===== src/rtl/mem_access.sv =====
// mem_access: MEM-stage sequencer that issues loads/stores on the dreq/dresp data bus,
// stalls the pipeline while an access is outstanding and returns extended load data.
module mem_access #(
  parameter int ADDR_W = 64,
  parameter int DATA_W = 64
) (
  input  logic              clk,
  input  logic              reset,
  input  logic              in_valid,
  input  logic              in_load,
  input  logic              in_store,
  input  logic [ADDR_W-1:0] in_addr,
  input  logic [1:0]        in_size,
  input  logic              in_unsigned,
  input  logic [DATA_W-1:0] in_wdata,
  input  logic              advance,
  output logic              dreq_valid,
  output logic [ADDR_W-1:0] dreq_addr,
  output logic [1:0]        dreq_size,
  output logic [7:0]        dreq_strobe,
  output logic [DATA_W-1:0] dreq_data,
  input  logic              dresp_data_ok,
  input  logic [DATA_W-1:0] dresp_data,
  output logic              busy,
  output logic              misalign,
  output logic [DATA_W-1:0] rdata
);
  typedef enum logic [1:0] {IDLE, REQ, DONE} state_t;
  state_t            r_state, w_next;
  logic [DATA_W-1:0] r_rdata, w_shifted, w_ext;
  logic [2:0]        w_off;
  logic [7:0]        w_mask;
  logic              w_mem_op, w_start, w_active, w_done, w_is_store;
  assign w_off      = in_addr[2:0];
  assign w_mem_op   = in_valid & (in_load | in_store);
  assign w_is_store = in_store & ~in_load;
  assign misalign   = w_mem_op & (in_size == 2'd1 ? in_addr[0] :
                                  in_size == 2'd2 ? |in_addr[1:0] :
                                  in_size == 2'd3 ? |in_addr[2:0] : 1'b0);
  assign w_start    = w_mem_op & ~misalign;
  always_ff @(posedge clk or negedge reset) begin
    if (!reset) r_state <= IDLE;
    else        r_state <= w_next;
  end
  // DONE holds off re-issue while the stage is frozen by some other hazard
  always_comb begin
    w_next = r_state == DONE ? (advance ? IDLE : DONE) :
             w_active        ? (dresp_data_ok ? (advance ? IDLE : DONE) : REQ) : IDLE;
  end
  always_comb begin
    w_active   = reset & ((r_state == IDLE & w_start) | r_state == REQ);
    w_done     = w_active & dresp_data_ok;
    dreq_valid = w_active;
    busy       = w_active & ~dresp_data_ok;
  end
  always_comb begin
    w_mask      = in_size == 2'd0 ? 8'h01 : in_size == 2'd1 ? 8'h03 : in_size == 2'd2 ? 8'h0F : 8'hFF;
    dreq_strobe = w_is_store ? w_mask << w_off : 8'h00;
    dreq_data   = w_is_store ? in_wdata << {w_off, 3'b000} : '0;
    w_shifted   = dresp_data >> {w_off, 3'b000};
    w_ext       = in_size == 2'd0 ? {{(DATA_W-8){~in_unsigned & w_shifted[7]}}, w_shifted[7:0]} :
                  in_size == 2'd1 ? {{(DATA_W-16){~in_unsigned & w_shifted[15]}}, w_shifted[15:0]} :
                  in_size == 2'd2 ? {{(DATA_W-32){~in_unsigned & w_shifted[31]}}, w_shifted[31:0]} :
                  w_shifted;
  end
  always_ff @(posedge clk or negedge reset) begin
    if (!reset)      r_rdata <= '0;
    else if (w_done) r_rdata <= w_ext;
  end
  assign dreq_addr = in_addr;
  assign dreq_size = in_size;
  assign rdata     = w_done ? w_ext : r_rdata;
endmodule


===== config.mk =====
export PLATFORM = sky130hd
export DESIGN_NAME = mem_access
export DESIGN_NICKNAME = d
export VERILOG_FILES = /design/src/rtl/mem_access.sv
export SDC_FILE = /design/constraint.sdc
export NUM_CORES = 1
export LEC_CHECK = 0
export CAP_MARGIN = 20
export CELL_PAD_IN_SITES_DETAIL_PLACEMENT = 0
export CELL_PAD_IN_SITES_GLOBAL_PLACEMENT = 2
export CORE_ASPECT_RATIO = 1.1
export CORE_MARGIN = 4
export CORE_UTILIZATION = 20
export DETAILED_ROUTE_END_ITERATION = 7
export PLACE_DENSITY = 0.8
export SYNTH_ARGS = -nofsm -noshare
export SYNTH_HDL_FRONTEND = slang
export SYNTH_SLANG_ARGS = --single-unit

===== constraint.sdc =====
create_clock -name clk -period 4.8 [get_ports clk]
set_input_delay 1.44 -clock clk [delete_from_list [all_inputs] [get_ports clk]]
set_output_delay 1.44 -clock clk [all_outputs]
set_load 0.005 [all_outputs]

==> results.ini <==
[run_status]
run_status=finished with violations
failed_checks=negative setup slack

[global_route]
via_count_of_the_first_global_routing_pass=8735
gr_overflow_total=0
grt_util_all_layers_pct=20.6
grt_pass1_wl_um=56400
grt_max_degree=67
grt_antenna_before_repair=3

[cts]
clock_latency_ps=350
worst_setup_hold_path_clk_slew_ps=60
cts.path.max_buffers=2
cts_made_buffers=9
cts_hold_repair.buffers=0
clock_sinks=66
cts_tree=done
clk_root_buffer_cell=sky130_fd_sc_hd__clkbuf_16
cts.htree.levels=3

[route]
route.detailed.drc=0
avgRoutedWirePerCell_um=24.3
ant_nets=0
num_vias=8210
drt_first_iter_violations=512
routed_wl_um=39800
drtPass1Iterations=5
vias_per_cell=5.01

[power]
p_switching_uw=1150
power_report.internal_total_uw=2160
power.density_cell_area_nw_per_um2=260
p_clk_share_pct=23.1
comb_pwr_share_pct=53.1
p_seq_share_pct=23.8
ir_worst_vdd_v=0.000172
switching_share_pct=34.8
static-leakage-power_uw=0.00525

[yosys]
synth_edf_count=0
post_synthesis_adder_cell_area_fraction_pct=0
syn-num-nets=997
mux_share_of_post_synthesis_cell_area_pct=25.0
synthesis.area_um2=6650
post_synth_num_cell_types=46
synthCells=795
ys_async_sr_fraction_pct=100
synth_xor_xnor_area_share_pct=0
synth-main-ff-cell=sky130_fd_sc_hd__dfrtp_1
synth-compound-area-share_pct=18.4
yosysSeqAreaShare_pct=24.8
post_synth.cell_area_avg_um2=8.36
post_synth_and_or_nand_nor_area_fraction_pct=19.0
ys_seq_elements=66
dominant_combinational_cell_family_by_area_after_synthesis=multiplexers
yosys_warnings=0

[timing]
worstMarginPinSlew_ps=934
finalSetupViolations=14
max-slew-margin-rel_pct=37.7
number_of_pins_with_negative_max_slew_slack_in_the_final_report=0
clock.fmax_mhz=204
worst_clock_skew_ps=8.05
final_min_period_over_clock_period_pct=102
final_hold_viol_count=0
hold_slack_ps=524
rsz0062_at_grt=yes
time_the_worst_path_needs_with_i_o_delays_and_setup_ps=4910
worst_slack_ps=-113

[floorplan]
floorplan.rows=69
core_region_area_um2=32500
die_width_um=182
top_level_pins=407
start_util_pct=20.4
dieHeight_um=199
die_area_um2=36200

[placed_design]
routabilityCongestion=0.890
place.port_buffers=284
dp_hpwl_um=28400
dpl-instance-area_um2=10400

[layout]
final_layout_size_suffix_gt1_share_pct=40.9
final.fill_count=3206
final_cell_area_um2=12800
design.final.nets=1408
most_common_library_cell_in_the_layout_ignoring_fill_and_taps=sky130_fd_sc_hd__clkdlybuf4s50_1
fin_util_pct=39.2
final_cell_mix=200 x sky130_fd_sc_hd__clkdlybuf4s50_1, 190 x sky130_fd_sc_hd__buf_4, 132 x sky130_fd_sc_hd__nor2_1
layout-area-overhead-vs-synth_pct=91.9

[critical_path]
crit_path_end_kind=output port
cp_data_required_time_ps=3360
setup.worst_path.class=in -> out
cp-start-kind=primary input
worst_ep_arrival_time_ps=3470
path_max_fanout=7

[flow_run]
maxCapViolCount=0

[hold_path]
hold_class=reg -> reg

## kinds of logic after synthesis
group                  after synthesis
AOI/OAI and AO/OA                  192
buffers and inverters              143
DFF                                 66
muxes                              115
and+or+nand+nor                    279
## cell usage after synthesis (8+ instances only)
master                       n  share of area, %
sky130_fd_sc_hd__nor2_1    141               8.0
sky130_fd_sc_hd__buf_4      69               7.8
sky130_fd_sc_hd__dfrtp_1    66                25
sky130_fd_sc_hd__mux2i_1    60               9.0
sky130_fd_sc_hd__nand2_1    59               3.3
sky130_fd_sc_hd__a31oi_1    57               5.4
sky130_fd_sc_hd__a21oi_1    46               3.5
sky130_fd_sc_hd__mux4_2     39                13
sky130_fd_sc_hd__buf_2      30               2.3
sky130_fd_sc_hd__clkbuf_1   30               1.7
sky130_fd_sc_hd__a211oi_1   25               2.8
sky130_fd_sc_hd__nor2b_1    24               2.3
sky130_fd_sc_hd__o21ai_0    23               1.7
sky130_fd_sc_hd__and2_1     16               1.5
sky130_fd_sc_hd__mux2_2     16               2.7
sky130_fd_sc_hd__and3_1     14               1.3
sky130_fd_sc_hd__a22o_1     10               1.3
sky130_fd_sc_hd__a22oi_1     8              0.90
## layout make-up
type	count	area, um2	area share, %
timing repair buffer	537	5130	40.2
multi-input combinational	587	5080	39.8
sequential	66	1650	12.9
tap	426	533	4.18
clock buffer	11	253	1.98
clock inverter	5	85.1	0.667
inverter	5	18.8	0.147
antenna	2	5.00	0.0392
## registers in the layout (all words and copies together), names as in the netlist
signal   flops
r_rdata     64
r_state      2
## stage by stage
step	std cells	setup TNS, ps	worst slack, ps	power, uW
4_1_cts	1595	-1570	-135	3200
3_5_place_dp	1511	-43300	-692	2160
2_1_floorplan	795	0	367	1350
5_1_grt	1637	-1880	-161	3460
6_report	1639	-528	-113	3310
3_3_place_gp	1511	-39590	-620	2160
## layer usage
| layer | routed length, um | vias to the layer above | part of all wire (%) | GRT usage, % |
|---|---|---|---|---|
| li1 | - | 3653 | - | - |
| met1 | 14900 | 4067 | 38 | 23.6 |
| met2 | 20700 | 380 | 52 | 37.7 |
| met3 | 2400 | 110 | 6.0 | 3.11 |
| met4 | 1820 | 0 | 4.6 | 9.62 |
| met5 | 0 | - | 0 | 0 |
## final timing paths
kind	start	to	slack, ps	cells past startpoint
worst max register to register	r_state[0]	r_rdata[31]	1290	23
worst min register to register	r_rdata[11]	r_rdata[11]	520	2
min in group asynchronous	reset	r_state[1]	1380	2
worst min-delay path	r_rdata[11]	r_rdata[11]	520	2
worst max-delay path	in_addr[0]	rdata[37]	-110	12
max in group asynchronous	reset	r_rdata[1]	2790	2
## worst max-delay path, cell delays in order
cell                       delay (ps)
sky130_fd_sc_hd__buf_12           120
sky130_fd_sc_hd__buf_6            110
sky130_fd_sc_hd__mux2i_2          140
sky130_fd_sc_hd__mux4_2           520
sky130_fd_sc_hd__nor3_4           260
sky130_fd_sc_hd__a211oi_4          60
sky130_fd_sc_hd__buf_6            140
sky130_fd_sc_hd__buf_12           130
sky130_fd_sc_hd__buf_16           150
sky130_fd_sc_hd__buf_12           130
sky130_fd_sc_hd__a31oi_4          130
sky130_fd_sc_hd__buf_2            140
## power groups by stage
stage / Combinational [uW] / Sequential [uW] / Clock, uW
after CTS: 1640 / 782 / 775
after global routing: 1850 / 803 / 804
final: 1760 / 789 / 766
after global placement: 1370 / 786 / 0
after floorplan: 572 / 774 / 0
after detailed placement: 1370 / 791 / 0
## repair_timing
action / 4_1_cts / 5_1_grt
pin swaps: 36 / 23
endpoints found under the hold margin: 0 / 0
gates resized for setup: 436 / 70
cloned: 12 / 2
buffers inserted: 57 / 44
endpoints found under the setup margin: 97 / 84
No activity file was read; power rests on OpenSTA's default activity.
